### src/rtl/stream_parity_pkg.sv
// Shared types and constants for the stream parity block.
package stream_parity_pkg;

  // Frame FSM: no word yet, words accumulating, result presented.
  typedef enum logic [1:0] {
    IDLE  = 2'd0,
    ACCUM = 2'd1,
    HOLD  = 2'd2
  } state_t;

  // Parity mode encodings as seen on odd_mode.
  localparam logic MODE_EVEN = 1'b0;
  localparam logic MODE_ODD  = 1'b1;

  // Odd parity is the inverted XOR, so the mode bit folds in with one XOR.
  function automatic logic apply_mode(input logic acc, input logic mode);
    return acc ^ mode;
  endfunction

endpackage

### src/rtl/stream_parity_word_parity.sv
// Combinational reduction XOR of one input word.
module word_parity #(
  parameter int WIDTH = 7
) (
  input  logic [WIDTH-1:0] data,
  output logic             parity
);

  assign parity = ^data;

endmodule

### src/rtl/stream_parity.sv
// Per-frame parity and word count over a valid/ready word stream.
module stream_parity
  import stream_parity_pkg::*;
#(
  parameter int WIDTH = 7,
  parameter int CNT_W = 8
) (
  input  logic             clk,
  input  logic             rst,
  input  logic             odd_mode,
  input  logic             in_valid,
  output logic             in_ready,
  input  logic [WIDTH-1:0] in_data,
  input  logic             in_last,
  output logic             out_valid,
  input  logic             out_ready,
  output logic             out_parity,
  output logic [CNT_W-1:0] out_count
);

  localparam logic [CNT_W-1:0] CNT_MAX = '1;

  state_t           state_reg, state_next;
  logic             acc_reg, acc_next;
  logic             mode_reg, mode_next;
  logic [CNT_W-1:0] cnt_reg, cnt_next;
  logic             out_valid_reg, out_valid_next;
  logic             out_parity_reg, out_parity_next;
  logic [CNT_W-1:0] out_count_reg, out_count_next;

  logic             word_par;
  logic             beat_fire;
  logic             frame_mode;
  logic             acc_upd;
  logic [CNT_W-1:0] cnt_upd;

  word_parity #(.WIDTH(WIDTH)) u_word_parity (
    .data   (in_data),
    .parity (word_par)
  );

  // Ready comes from the state register; held low while reset is asserted
  // so no beat can be accepted during reset.
  assign in_ready   = (state_reg != HOLD) && !rst;
  assign beat_fire  = in_valid && in_ready;
  // The first word of a frame uses the live mode; later words use the latch.
  assign frame_mode = (state_reg == IDLE) ? odd_mode : mode_reg;
  assign acc_upd    = acc_reg ^ word_par;
  assign cnt_upd    = (cnt_reg == CNT_MAX) ? cnt_reg : cnt_reg + CNT_W'(1);

  assign out_valid  = out_valid_reg;
  assign out_parity = out_parity_reg;
  assign out_count  = out_count_reg;

  // State, accumulator, counter, latched mode and output registers.
  always_ff @(posedge clk) begin
    if (rst) begin
      state_reg      <= IDLE;
      acc_reg        <= 1'b0;
      mode_reg       <= MODE_EVEN;
      cnt_reg        <= '0;
      out_valid_reg  <= 1'b0;
      out_parity_reg <= 1'b0;
      out_count_reg  <= '0;
    end else begin
      state_reg      <= state_next;
      acc_reg        <= acc_next;
      mode_reg       <= mode_next;
      cnt_reg        <= cnt_next;
      out_valid_reg  <= out_valid_next;
      out_parity_reg <= out_parity_next;
      out_count_reg  <= out_count_next;
    end
  end

  // Next-state and next-output decode for the frame FSM.
  always_comb begin
    state_next      = state_reg;
    acc_next        = acc_reg;
    mode_next       = mode_reg;
    cnt_next        = cnt_reg;
    out_valid_next  = out_valid_reg;
    out_parity_next = out_parity_reg;
    out_count_next  = out_count_reg;

    case (state_reg)
      IDLE, ACCUM: begin
        if (beat_fire) begin
          mode_next = frame_mode;
          if (in_last) begin
            // Final word: publish the result; the running state is cleared
            // once the consumer takes it.
            state_next      = HOLD;
            out_valid_next  = 1'b1;
            out_parity_next = apply_mode(acc_upd, frame_mode);
            out_count_next  = cnt_upd;
          end else begin
            state_next = ACCUM;
            acc_next   = acc_upd;
            cnt_next   = cnt_upd;
          end
        end
      end
      HOLD: begin
        if (out_ready) begin
          state_next      = IDLE;
          acc_next        = 1'b0;
          cnt_next        = '0;
          out_valid_next  = 1'b0;
          out_parity_next = 1'b0;
          out_count_next  = '0;
        end
      end
      default: begin
        state_next = IDLE;
      end
    endcase
  end

endmodule

### config.mk
export PLATFORM = sky130hd
export DESIGN_NAME = stream_parity
export DESIGN_NICKNAME = d
export VERILOG_FILES = /design/src/rtl/stream_parity_pkg.sv /design/src/rtl/stream_parity_word_parity.sv /design/src/rtl/stream_parity.sv
export SDC_FILE = /design/constraint.sdc
export NUM_CORES = 1
export LEC_CHECK = 0
export ABC_AREA = 1
export BUFFER_PORTS_ARGS = -buffer_cell sky130_fd_sc_hd__buf_4
export CELL_PAD_IN_SITES_DETAIL_PLACEMENT = 0
export CELL_PAD_IN_SITES_GLOBAL_PLACEMENT = 2
export CORE_MARGIN = 3
export CORE_UTILIZATION = 33
export CTS_CLUSTER_DIAMETER = 200
export DETAILED_ROUTE_END_ITERATION = 8
export PLACE_DENSITY = 0.8
export SLEW_MARGIN = 20
export SYNTH_ARGS = -nofsm -noshare
export SYNTH_HDL_FRONTEND = slang
export SYNTH_SLANG_ARGS = --single-unit
### constraint.sdc
create_clock -name clk -period 2.6 [get_ports clk]
set_input_delay 0.39 -clock clk [delete_from_list [all_inputs] [get_ports clk]]
set_output_delay 0.39 -clock clk [all_outputs]
set_load 0.02 [all_outputs]
== Word level (Yosys, flattened, before mapping) ==
Cells that the tools add are included.

* Register bits: 22
* Output and inout port bits: 11
* Word-level logic and storage cells: 52
* Input bits: 13

* Reductions and logical operators: 11
* Mux-type cells: 23
* Bitwise gates (word level): 2
* $add $sub $neg: 1
* Equal/unequal tests: 8

{| class="wikitable"
|+ Operators with widths
! kind !! count
|-
| $mux 8 || 6
|-
| $pmux 8 s2 || 2
|-
| $ne 2x2->1 const B || 5
|-
| $add 8x1->8 const B || 1
|-
| $eq 8x8->1 const B || 1
|-
| $mux 1 || 8
|-
| $reduce_and 4->1 || 2
|-
| $reduce_xor 7->1 || 1
|-
| $mux 2 || 3
|-
| $pmux 1 s2 || 3
|-
| $pmux 2 s2 || 1
|-
| $reduce_and 2->1 || 2
|-
| $eq 2x1->1 const B || 1
|-
| $eq 2x2->1 const B || 1
|-
| $logic_and 1x1->1 || 2
|-
| $logic_not 2->1 || 1
|-
| $reduce_bool 2->1 || 1
|-
| $reduce_or 2->1 || 1
|-
| $xor 1x1->1 || 2
|-
| $logic_not 1->1 || 1
|}

== Logic depth before layout (Yosys ltp) ==
* Depth in word-level cells: 6
* Depth in mapped cells: 11
* Depth with buffers taken out: 11

== By module ==
From an unflattened synthesis, not the netlist that was laid out.

* Cell total of the unflattened synthesis: 217
* Area, all modules: 1351.3 µm²

{| class="wikitable"
|+ Modules (own cells, without submodules)
! module !! cells an instance !! times used !! area an instance (µm²)
|-
| stream_parity || 180 || 1 || 1201.2
|-
| word_parity || 37 || 1 || 150.1
|}

== Least setup slack after synthesis ==
No wires, ideal clock.

* Path type: input to register
* Start point: input port rst
* End point: register cnt_reg[7]
* Stages: 9
* Arrival time: 1.399 ns
* Library setup time: 0.066 ns
* Slack: 1.135 ns
* Cell sequence: buf_2 > nor2_4 > nand3_2 > nor2_4 > nor2_4 > inv_4 > buf_12 > o21ai_2 > a21oi_2

* Longest elaborated chain between the ends: 5

{| class="wikitable"
|+ RTL lines
! what !! RTL line !! RTL
|-
| start, declared || stream_parity.sv:9 || <nowiki>input logic rst,</nowiki>
|-
| $logic_not 1->1 || stream_parity.sv:44 || <nowiki>assign in_ready = (state_reg != HOLD) && !rst;</nowiki>
|-
| $logic_and 1x1->1 || stream_parity.sv:44 ||
|-
| net in_ready || stream_parity.sv:12 || <nowiki>output logic in_ready,</nowiki>
|-
| $logic_and 1x1->1 || stream_parity.sv:45 || <nowiki>assign beat_fire = in_valid && in_ready;</nowiki>
|-
| $ne 2x2->1 (no source line) || n/a ||
|-
| $reduce_and 4->1 (no source line) || n/a ||
|-
| end signal, assigned || stream_parity.sv:69 || <nowiki>cnt_reg <= cnt_next;</nowiki>
|-
| end, declared || stream_parity.sv:26 || <nowiki>logic [CNT_W-1:0] cnt_reg, cnt_next;</nowiki>
|}

The timed path passes the listed nets, and every way through them passes these cells.
A chain may end at the register's enable or synchronous reset.

== Worst setup path after layout ==
* Start point: register cnt_reg[0]
* End point: register out_count_reg[0], in the netlist out_count[0]

* Longest elaborated chain between the ends: 5
* Elaborated cells between the ends (all ways): 6
* Those cells by class: add/sub (1); eq/ne (1); mux (4)

{| class="wikitable"
|+ RTL lines
! what !! RTL line !! RTL
|-
| $add 8x1->8 / $eq 8x8->1 (equally long branches) || stream_parity.sv:49 || <nowiki>assign cnt_upd = (cnt_reg == CNT_MAX) ? cnt_reg : cnt_reg + CNT_W'(1);</nowiki>
|-
| $mux 8 * || stream_parity.sv:49 ||
|-
| $mux 8 * || stream_parity.sv:90 || <nowiki>if (in_last) begin</nowiki>
|-
| $mux 8 * || stream_parity.sv:88 || <nowiki>if (beat_fire) begin</nowiki>
|-
| $pmux 8 s2 * || stream_parity.sv:86 || <nowiki>case (state_reg)</nowiki>
|-
| end signal, assigned || stream_parity.sv:72 || <nowiki>out_count_reg <= out_count_next;</nowiki>
|-
| end, declared || stream_parity.sv:29 || <nowiki>logic [CNT_W-1:0] out_count_reg, out_count_next;</nowiki>
|}

Mark *: on every way between the ends. The rest lies on a longest branch, timed or not. The select of a mux whose other input is x is not followed.

==> metrics <==
Post-Synth Adder-Cell Area=0.01022; row cnt=21; Rel. slew slack=0.6355; run status=completed; share of the synthesized area in the top cell type=0.3599; Die ar.=0.004475 mm2; Worst Max-Slew Pin Slew=about 0.55 ns; layout cells sized above 1=0.2873; Yosys cell types=29; met3 usage=0.03541; NetSw=around 220 uW; Inst Count DP=223; clk root buf=clkbuf_8; final slew viol count=0; Yosys Warn Count=0; Pwr per Cell Area=572.9 mW/mm2; internal power=625.6 uW; post-synthesis compound-gate area fraction=0.2382; Pre-Repair DR Iteration Count=4; Die H=66.90 um; first-pass GRT wire length=4471 um; maximum vdd drop=0.0002465 V; combinational share of power=0.180; static leakage=0.0006398 uW; Post-Layout Cell Count=227; Flop pwr share=0.444; DR iter-0 viols=32; Tmin final=roughly 1.6 ns; main combinational cell family by area after synthesis=simple AND/OR/NAND/NOR gates; initial antenna violation count=0; post-synthesis cell count=158; synthesized cell area=0.001224 mm2; final worst path period share=0.6311; Synth area leaders=dfxtp_1 36%, nand2_1 8.0%, a21oi_1 7.8%; Synth Area in Simple Gates=0.2485; core area=about 0.0034 mm2; clock network latency to the later pin of the worst-skew pair=0.26 ns; vias per inst=4.661; grt peak-use layer=met2; post-CTS setup buffers=0; area grow syn2layout=20.76%; antenna-violating nets left=0; GRT Residual Overflow=0; hpwl dp=2081 um; fin util=0.4293; GP Congestion=0.7897; clock power share=0.376; WP data arrival=1.78 ns; total track usage=0.1315; cts bufs inserted=3; CP endpoint kind=register; DR DRC count=0; post_cts resized=0; global routing usage on met1=0.1506; syn_nets=172; Sw Share=0.2610; depth of the CTS H-tree=1; mux cell area share after synthesis=0; worst path required time=2.74 ns; Max Root-Sink Buffers=2; Initial Util=0.3555; met2 usage=0.2401; Ant. Diodes=0; Hold WC Path Type=in -> reg; CTS tree=built; area leader, netlist=dfxtp_1; hold buffer count at CTS=0; port bufs=23; max cap viols=0; RSZ-0062 raised after global routing=false; Post-Synth XOR/XNOR Area=0.03579; sequential cell area fraction in the yosys report=0.3599; final hold violations=0; flop and latch count out of synthesis=22; number of fill cells=347; via count=1058; hold_ws=0.3602 ns; Worst R2R Start=cnt_reg[0]; critical hold path startpoint=rst; CTS clk-pin slew, worst paths=0.08 ns; critical path type=reg -> reg; Fmax=roughly 610 MHz; peak fanout along the critical path=5; Setup Skew=0.002807 ns; setup TNS=0 ns; Setup Viol. Count Final=0; nets=196; Post-Route WL=~2600 um; routed length per instance=11.39 um; CP startpoint=cnt_reg[0]; vias in the first global route=1028; IO Pins=24; die width=66.90 um; Sink Count=22; largest net degree at the start of global routing=17; crit path launch type=register; post-synthesis average cell area=7.745 um2
## synthesized netlist by cell type (all sizes together)
master   n
or2      1
nand4    2
xor2     3
ha       1
a31oi    1
nor2    10
o21ai   24
xnor2    2
buf      3
nor3     2
inv     21
o211ai   1
nand3   14
dfxtp   22
clkbuf   1
nand2   26
a21oi   24
## cell type report
class / count / area [um2] / area share
Tap cell: 46 / 57.56 / 0.03895
Sequential cell: 22 / 440.4 / 0.2981
Inverter: 21 / 83.83 / 0.05673
Timing Repair Buffer: 23 / 172.7 / 0.1169
Clock inverter: 1 / 30.03 / 0.02032
Multi-Input combinational cell: 111 / 651.9 / 0.4412
Clock buffer: 3 / 41.29 / 0.02794
## cells by family (layout without fill, tap and decap cells)
family	Yosys count	after routing
xor+xnor	5	5
compound gates	50	50
fa+ha+maj	1	1
buf+inv	25	48
simple gates	55	55
flops	22	22
## metal layers
metal / up-vias / share of wire
li1: 571 / -
met1: 469 / 0.43
met2: 16 / 0.51
met3: 2 / 0.043
met4: 0 / 0.0081
met5: - / 0
## cells in the final DEF, fill, tap and decap left out
cell type  instances
nand3_2            1
xnor2_1            2
dfxtp_1           22
o21ai_1            6
nor2_1             4
o21ai_2            5
nand2_1           26
buf_4             23
nor2_8             1
o21ai_0           13
xor2_1             3
ha_1               1
nand3_1           13
bufinv_16          1
nor3_1             1
a31oi_1            1
clkbuf_8           3
inv_2              4
or2_1              1
nand4_1            1
nor2_4             5
a21oi_2            5
inv_1             15
nor3_2             1
o211ai_1           1
a21oi_1           19
inv_4              2
nand4_2            1
## power by group through the flow
stage	Combinational, uW	Sequential (uW)	Clock [uW]
2_1_floorplan	101	392	0
3_3_place_gp	152	384	0
3_5_place_dp	155	384	0
4_1_cts	155	376	329
5_1_grt	172	380	340
6_report	152	376	318
## critical path: stages (launching register included)
cell and delay (ns):
dfxtp_1 0.41, ha_1 0.19, nand2_1 0.08, nor3_2 0.21, nand3_1 0.21, o21ai_0 0.32
a21oi_1 0.10
## through the flow
step,power (uW),setup WS (ns),instance area [um2]
after detailed placement,538.3,0.9625,1406
after CTS,859.8,0.9554,1478
after global routing,890.7,0.7603,1478
final,846.5,0.9591,1478
after global placement,536.3,0.9929,1406
after floorplan,492.1,1.135,1224
## path summary, 6_finish.rpt
| check | depth (start not counted) | slack, ns | end |
|---|---|---|---|
| worst max register to register | 6 | 0.96 | out_count[0] |
| worst min-delay path | 2 | 0.36 | out_count[6] |
| worst min register to register | 2 | 0.46 | mode_reg |
| worst max-delay path | 6 | 0.96 | out_count[0] |
Note: power is estimated with default switching activity, not from simulation.
